[config.mk]
export PLATFORM = sky130hd
export DESIGN_NAME = parity_checker_stream
export DESIGN_NICKNAME = d
export VERILOG_FILES = /design/src/rtl/parity_chk_pkg.sv /design/src/rtl/parity_alarm_fsm.sv /design/src/rtl/parity_checker_stream.sv
export SDC_FILE = /design/constraint.sdc
export NUM_CORES = 1
export LEC_CHECK = 0
export CAP_MARGIN = 30
export CORE_MARGIN = 5
export CORE_UTILIZATION = 46
export DETAILED_ROUTE_END_ITERATION = 8
export GPL_TIMING_DRIVEN = 0
export PLACE_DENSITY_LB_ADDON = 0.25
export REMOVE_ABC_BUFFERS = 1
export SYNTH_ARGS = -nofsm -noshare
export SYNTH_HDL_FRONTEND = slang
export SYNTH_SLANG_ARGS = --single-unit
[constraint.sdc]
create_clock -name clk -period 2.9 [get_ports clk]
set_input_delay 0.29 -clock clk [delete_from_list [all_inputs] [get_ports clk]]
set_output_delay 0.29 -clock clk [all_outputs]
set_load 0.02 [all_outputs]
[src/rtl/parity_chk_pkg.sv]
// parity_chk_pkg: shared types and helpers for the multi-lane parity checker.
//   alarm_state_t : burst-error alarm FSM states
//   lane_w()      : lane width (data bits + one parity bit)
//   lane_parity() : per-lane parity error for a {parity, data} lane
package parity_chk_pkg;

  typedef enum logic [1:0] {ST_OK, ST_SUSPECT, ST_ALARM} alarm_state_t;

  // Upper bound on lane width accepted by lane_parity(). Callers zero-extend
  // their lane into this width, which leaves the XOR reduction unchanged.
  localparam int MAX_LANE_W = 1024;

  function automatic int lane_w(input int data_w);
    return data_w + 1;
  endfunction

  // Returns 1 when the lane violates the selected parity:
  // even mode errors on an odd number of ones, odd mode on an even number.
  function automatic logic lane_parity(input logic [MAX_LANE_W-1:0] lane,
                                       input logic                  odd);
    return (^lane) ^ odd;
  endfunction

endpackage

[src/rtl/parity_alarm_fsm.sv]
// parity_alarm_fsm: counts consecutive errored beats and raises a sticky alarm.
//   clk, rst   : clock, synchronous active-high reset
//   clr        : clears run counter and alarm, returns to ST_OK
//   beat_fire  : a beat was accepted this cycle
//   beat_err   : the accepted beat had at least one lane error
//   alarm      : registered, high while in ST_ALARM
module parity_alarm_fsm
  import parity_chk_pkg::*;
#(
  parameter int ALARM_THRESH = 3
) (
  input  logic clk,
  input  logic rst,
  input  logic clr,
  input  logic beat_fire,
  input  logic beat_err,
  output logic alarm
);

  localparam int RUN_W = (ALARM_THRESH < 2) ? 1 : $clog2(ALARM_THRESH + 1);
  localparam logic [RUN_W-1:0] THRESH    = RUN_W'(ALARM_THRESH);
  localparam logic [RUN_W-1:0] THRESH_M1 = RUN_W'(ALARM_THRESH - 1);

  alarm_state_t     state_q, state_d;
  logic [RUN_W-1:0] run_q, run_d;
  logic             alarm_q, alarm_d;

  always_comb begin
    state_d = state_q;
    run_d   = run_q;
    if (clr) begin
      // clr wins over a beat accepted in the same cycle
      state_d = ST_OK;
      run_d   = '0;
    end else if (beat_fire) begin
      case (state_q)
        ST_OK: begin
          if (beat_err) begin
            run_d   = RUN_W'(1);
            state_d = (ALARM_THRESH == 1) ? ST_ALARM : ST_SUSPECT;
          end
        end
        ST_SUSPECT: begin
          if (beat_err) begin
            if (run_q < THRESH) run_d = run_q + RUN_W'(1);
            if (run_q >= THRESH_M1) state_d = ST_ALARM;
          end else begin
            run_d   = '0;
            state_d = ST_OK;
          end
        end
        ST_ALARM: ;  // latched until clr or rst
        default: begin
          state_d = ST_OK;
          run_d   = '0;
        end
      endcase
    end
    alarm_d = (state_d == ST_ALARM);
  end

  always_ff @(posedge clk) begin
    if (rst) begin
      state_q <= ST_OK;
      run_q   <= '0;
      alarm_q <= 1'b0;
    end else begin
      state_q <= state_d;
      run_q   <= run_d;
      alarm_q <= alarm_d;
    end
  end

  assign alarm = alarm_q;

endmodule

[src/rtl/parity_checker_stream.sv]
// parity_checker_stream: multi-lane parity checker on a valid/ready stream.
// Each accepted beat is checked lane by lane, parity bits are stripped and the
// data plus per-lane error flags are presented one cycle later.
//   clk, rst              : clock, synchronous active-high reset
//   cfg_odd               : 0 even / 1 odd parity, sampled with each beat
//   clr                   : clears statistics and alarm
//   in_valid/in_ready     : input handshake; in_data lanes are {parity, data}
//   out_valid/out_ready   : output handshake; out_data, out_err per lane
//   err_count             : saturating count of errored beats
//   err_sticky            : per-lane sticky error flags
//   alarm                 : burst-error alarm (ALARM_THRESH consecutive errors)
module parity_checker_stream
  import parity_chk_pkg::*;
#(
  parameter int DATA_W       = 8,
  parameter int NUM_LANES    = 2,
  parameter int ERR_CNT_W    = 16,
  parameter int ALARM_THRESH = 3
) (
  input  logic                              clk,
  input  logic                              rst,
  input  logic                              cfg_odd,
  input  logic                              clr,
  input  logic                              in_valid,
  output logic                              in_ready,
  input  logic [NUM_LANES*(DATA_W+1)-1:0]   in_data,
  output logic                              out_valid,
  input  logic                              out_ready,
  output logic [NUM_LANES*DATA_W-1:0]       out_data,
  output logic [NUM_LANES-1:0]              out_err,
  output logic [ERR_CNT_W-1:0]              err_count,
  output logic [NUM_LANES-1:0]              err_sticky,
  output logic                              alarm
);

  localparam int LANE_W = lane_w(DATA_W);

  logic                          accept;
  logic                          beat_err;
  logic [NUM_LANES-1:0]          lane_err;
  logic [NUM_LANES*DATA_W-1:0]   lane_data;

  logic                          out_valid_q, out_valid_d;
  logic [NUM_LANES*DATA_W-1:0]   out_data_q, out_data_d;
  logic [NUM_LANES-1:0]          out_err_q, out_err_d;
  logic [ERR_CNT_W-1:0]          err_count_q, err_count_d;
  logic [NUM_LANES-1:0]          err_sticky_q, err_sticky_d;

  for (genvar i = 0; i < NUM_LANES; i++) begin : g_lane
    logic [LANE_W-1:0] lane;
    assign lane                         = in_data[i*LANE_W +: LANE_W];
    assign lane_data[i*DATA_W +: DATA_W] = lane[DATA_W-1:0];
    assign lane_err[i]                  = lane_parity(MAX_LANE_W'(lane), cfg_odd);
  end

  assign beat_err = |lane_err;
  assign in_ready = !rst && (!out_valid_q || out_ready);
  assign accept   = in_valid && in_ready;

  always_comb begin
    out_valid_d  = out_valid_q;
    out_data_d   = out_data_q;
    out_err_d    = out_err_q;
    err_count_d  = err_count_q;
    err_sticky_d = err_sticky_q;

    // A beat accepted alongside an output transfer keeps out_valid high.
    if (accept) begin
      out_valid_d = 1'b1;
      out_data_d  = lane_data;
      out_err_d   = lane_err;
    end else if (out_ready) begin
      out_valid_d = 1'b0;
    end

    // Beats accepted during clr are forwarded but not counted.
    if (clr) begin
      err_count_d  = '0;
      err_sticky_d = '0;
    end else if (accept && beat_err) begin
      if (err_count_q != {ERR_CNT_W{1'b1}}) err_count_d = err_count_q + ERR_CNT_W'(1);
      err_sticky_d = err_sticky_q | lane_err;
    end
  end

  always_ff @(posedge clk) begin
    if (rst) begin
      out_valid_q  <= 1'b0;
      out_data_q   <= '0;
      out_err_q    <= '0;
      err_count_q  <= '0;
      err_sticky_q <= '0;
    end else begin
      out_valid_q  <= out_valid_d;
      out_data_q   <= out_data_d;
      out_err_q    <= out_err_d;
      err_count_q  <= err_count_d;
      err_sticky_q <= err_sticky_d;
    end
  end

  parity_alarm_fsm #(
    .ALARM_THRESH(ALARM_THRESH)
  ) u_alarm (
    .clk      (clk),
    .rst      (rst),
    .clr      (clr),
    .beat_fire(accept),
    .beat_err (beat_err),
    .alarm    (alarm)
  );

  assign out_valid  = out_valid_q;
  assign out_data   = out_data_q;
  assign out_err    = out_err_q;
  assign err_count  = err_count_q;
  assign err_sticky = err_sticky_q;

endmodule

==> results.sh <==
export IMPL_status="completed"
export IMPL_post_synth_cell_area_avg_um2=8.36
export IMPL_critPathMaxFanout=26
export IMPL_first_iter_violations=88
export IMPL_drtAntennaViolNets=0
export IMPL_pin_count=63
export IMPL_final_nets=321
export IMPL_crit_end="err_count[15]$_SDFFE_PP0P_"
export IMPL_yosysTopAreaCell="dfxtp_1"
export IMPL_worstReg2RegEnd="err_count[15]$_SDFFE_PP0P_"
export IMPL_critPathArrivalTime_ps=2870
export IMPL_finalSetupTns_ps=0
export IMPL_numPortBuffers=62
export IMPL_relSlewSlack_pct=49.7
export IMPL_drcViolationCount=0
export IMPL_gr_usage_all_layers_pct=16.2
export IMPL_fin_skew_ps=9.02
export IMPL_tritoncts="yes"
export IMPL_r2r_start="err_count[0]$_SDFFE_PP0P_"
export IMPL_grt_first_pass_wirelength_um=7180
export IMPL_die_area_mm2=0.00574
export IMPL_avgRoutedWirePerCell_um=13.1
export IMPL_fmax_mhz=378
export IMPL_netlist_area_mm2=0.00199
export IMPL_wl_um=4570
export IMPL_diodes=0
export IMPL_reg2reg_slack_ps=680
export IMPL_total_leakage_power_nw=1.03
export IMPL_worstSkewPairLatency_ps=290
export IMPL_rsz0062_at_grt="no"
export IMPL_cts_inserted_buffers=5
export IMPL_vias=1823
export IMPL_synth_area_top_cells="dfxtp_1, nand2_1, xnor2_1"
export IMPL_die_w_um=75.8
export IMPL_pre_cts_slack_ps=-325
export IMPL_synth_edff_count=0
export IMPL_slew_violations=0
export IMPL_peakVddDrop_mv=0.279
export IMPL_grt_max_degree=27
export IMPL_overflow=0
export IMPL_reg2reg_depth=7
export IMPL_cp_end_kind="flip-flop"
export IMPL_initial_core_util_pct=46.7
export IMPL_layout_setup_ws_ps=253
export IMPL_worst_pin_slew_ps=754
export IMPL_synth_flop_cell="dfxtp_1"
export IMPL_cts_reportedPaths_clkPinSlew_ps=80
export IMPL_hold_viol=0
export IMPL_yosysUniqueCellTypes=43
export IMPL_avgViaCountPerCell=5.24
export IMPL_crit_path_start="rst"
export IMPL_cp_start_kind="input pin"
export IMPL_synth_cells=238
export IMPL_dp_hpwl_um=3330
export IMPL_antenna_found_initial=0
export IMPL_synth_warnings=0
export IMPL_area_growth_pct=36.8
export IMPL_num_rows=24
export IMPL_hold_start="out_data[7]$_SDFFE_PP0P_"
export IMPL_yosysMostFrequentCell="nand2_1"
export IMPL_power_density_mw_per_mm2=489
export IMPL_grt_pass1_vias=1610
export IMPL_final_layout_size_suffix_gt1_share_pct=6.08
export IMPL_placeableCoreArea_mm2=0.00426
export IMPL_cts_root_buf="clkbuf_8"
export IMPL_async_reset_ff_share_pct=0
export IMPL_cts_sinks=42
export IMPL_drt_first_pass_iters=4
export IMPL_min_period_over_period_pct=91.3
export IMPL_synth_seq_area_share_pct=42.2
export IMPL_worstSetupPathType="input pin to flip-flop"
export IMPL_gp_congestion=0.798
export IMPL_h_tree_depth=2
export IMPL_cap_violations=0
export IMPL_hold_class="flip-flop to flip-flop"
export IMPL_cts_buffer_depth=2
export IMPL_fin_total_pwr_mw=1.33
export IMPL_die_h_um=75.8
export IMPL_synth_seq_cells=42
export IMPL_synth_top_area_share_pct=42.2
export IMPL_fin_crit_ps=2650
export IMPL_synth_commonest_cells="nand2_1, dfxtp_1, nor2_1"
export IMPL_setup_viol=0
export IMPL_cp_required_ps=3120
[layout by cell type (no fill, tap or decap), types with 2 or more instances in the layout]
| cell type | n |
|---|---|
| ha_1 | 2 |
| a31o_2 | 2 |
| nand3_1 | 23 |
| o211ai_1 | 2 |
| o21ai_0 | 2 |
| nand2_1 | 48 |
| nor2_1 | 27 |
| nand4_1 | 4 |
| clkdlybuf4s50_1 | 62 |
| xor2_1 | 3 |
| xnor2_1 | 17 |
| and3_1 | 4 |
| dfxtp_1 | 42 |
| and4_4 | 2 |
| clkbuf_8 | 6 |
| xnor3_1 | 2 |
| a211oi_1 | 6 |
| a21oi_1 | 8 |
| a31oi_1 | 2 |
| or4_1 | 3 |
| o31ai_1 | 3 |
| and2_1 | 3 |
[worst min path at each step]
stage | cells after the start | end
after detailed placement | 2 | out_data[5]$_SDFFE_PP0P_
final | 2 | out_data[7]$_SDFFE_PP0P_
after global routing | 2 | out_data[15]$_SDFFE_PP0P_
after CTS | 2 | out_data[5]$_SDFFE_PP0P_
after global placement | 2 | out_data[11]$_SDFFE_PP0P_
after floorplan | 1 | out_err[0]$_SDFFE_PP0P_
[logic make-up after synthesis]
logic type	count (synthesis)	share of synthesized area, %
muxes	1	0.503
and+or+nand+nor	121	28.0
DFF	42	42.2
adders and majority gates	2	1.26
xor gates and xnor gates	23	11.5
AOI/OAI and AO/OA	34	12.8
buffers and inverters	15	3.71
[flip-flops by register name, indices dropped and copies added (netlist names)]
register / flops
out_err: 2
u_alarm.state_q: 2
u_alarm.alarm: 1
out_valid: 1
out_data: 16
err_sticky: 2
u_alarm.run_q: 2
err_count: 16
[layer usage]
layer	vias up	global-route usage [%]	wire (um)
li1	933	-	-
met1	855	19.8	1970
met2	33	28.1	2360
met3	2	4.88	208
met4	0	2.91	27
met5	-	0	0
[critical path: stages]
cell	delay, ps
clkdlybuf4s50_1	570
clkinv_1	390
nand3_4	350
a21o_1	370
a21o_4	250
or4_1	490
a21oi_1	140
[repair_timing]
item | in CTS | in global routing
endpoints found under the setup margin | 1 | 3
resized for setup | 1 | 1
endpoints found under the hold margin | 0 | 0
hold buffers | 0 | 0
setup buffers | 0 | 0
[report_power, final]
group / total, mW / internal (mW) / switching [mW]
Sequential: 0.615 / 0.601 / 0.0140
Clock: 0.380 / 0.192 / 0.188
Combinational: 0.336 / 0.147 / 0.189
[per-stage QoR]
step                instances  hold slack (ps)  instance area, um^2  utilization [%]
floorplan                 225              362                 1920                -
finish                    348              455                 2720             63.9
global route              348              476                 2720             63.9
CTS                       348              460                 2720             63.7
global placement          339              441                 2610             61.2
detailed placement        340              447                 2620             61.4
[cell type report]
class                           instances  area (um^2)
Fill cell                             374         1540
Multi-Input combinational cell        181         1090
Sequential cell                        42          841
Timing Repair Buffer                   63          628
Clock buffer                            7         86.3
Tap cell                               52         65.1
Inverter                                2         7.51
Clock inverter                          1         5.00
Power figures use the tool's default switching activity.
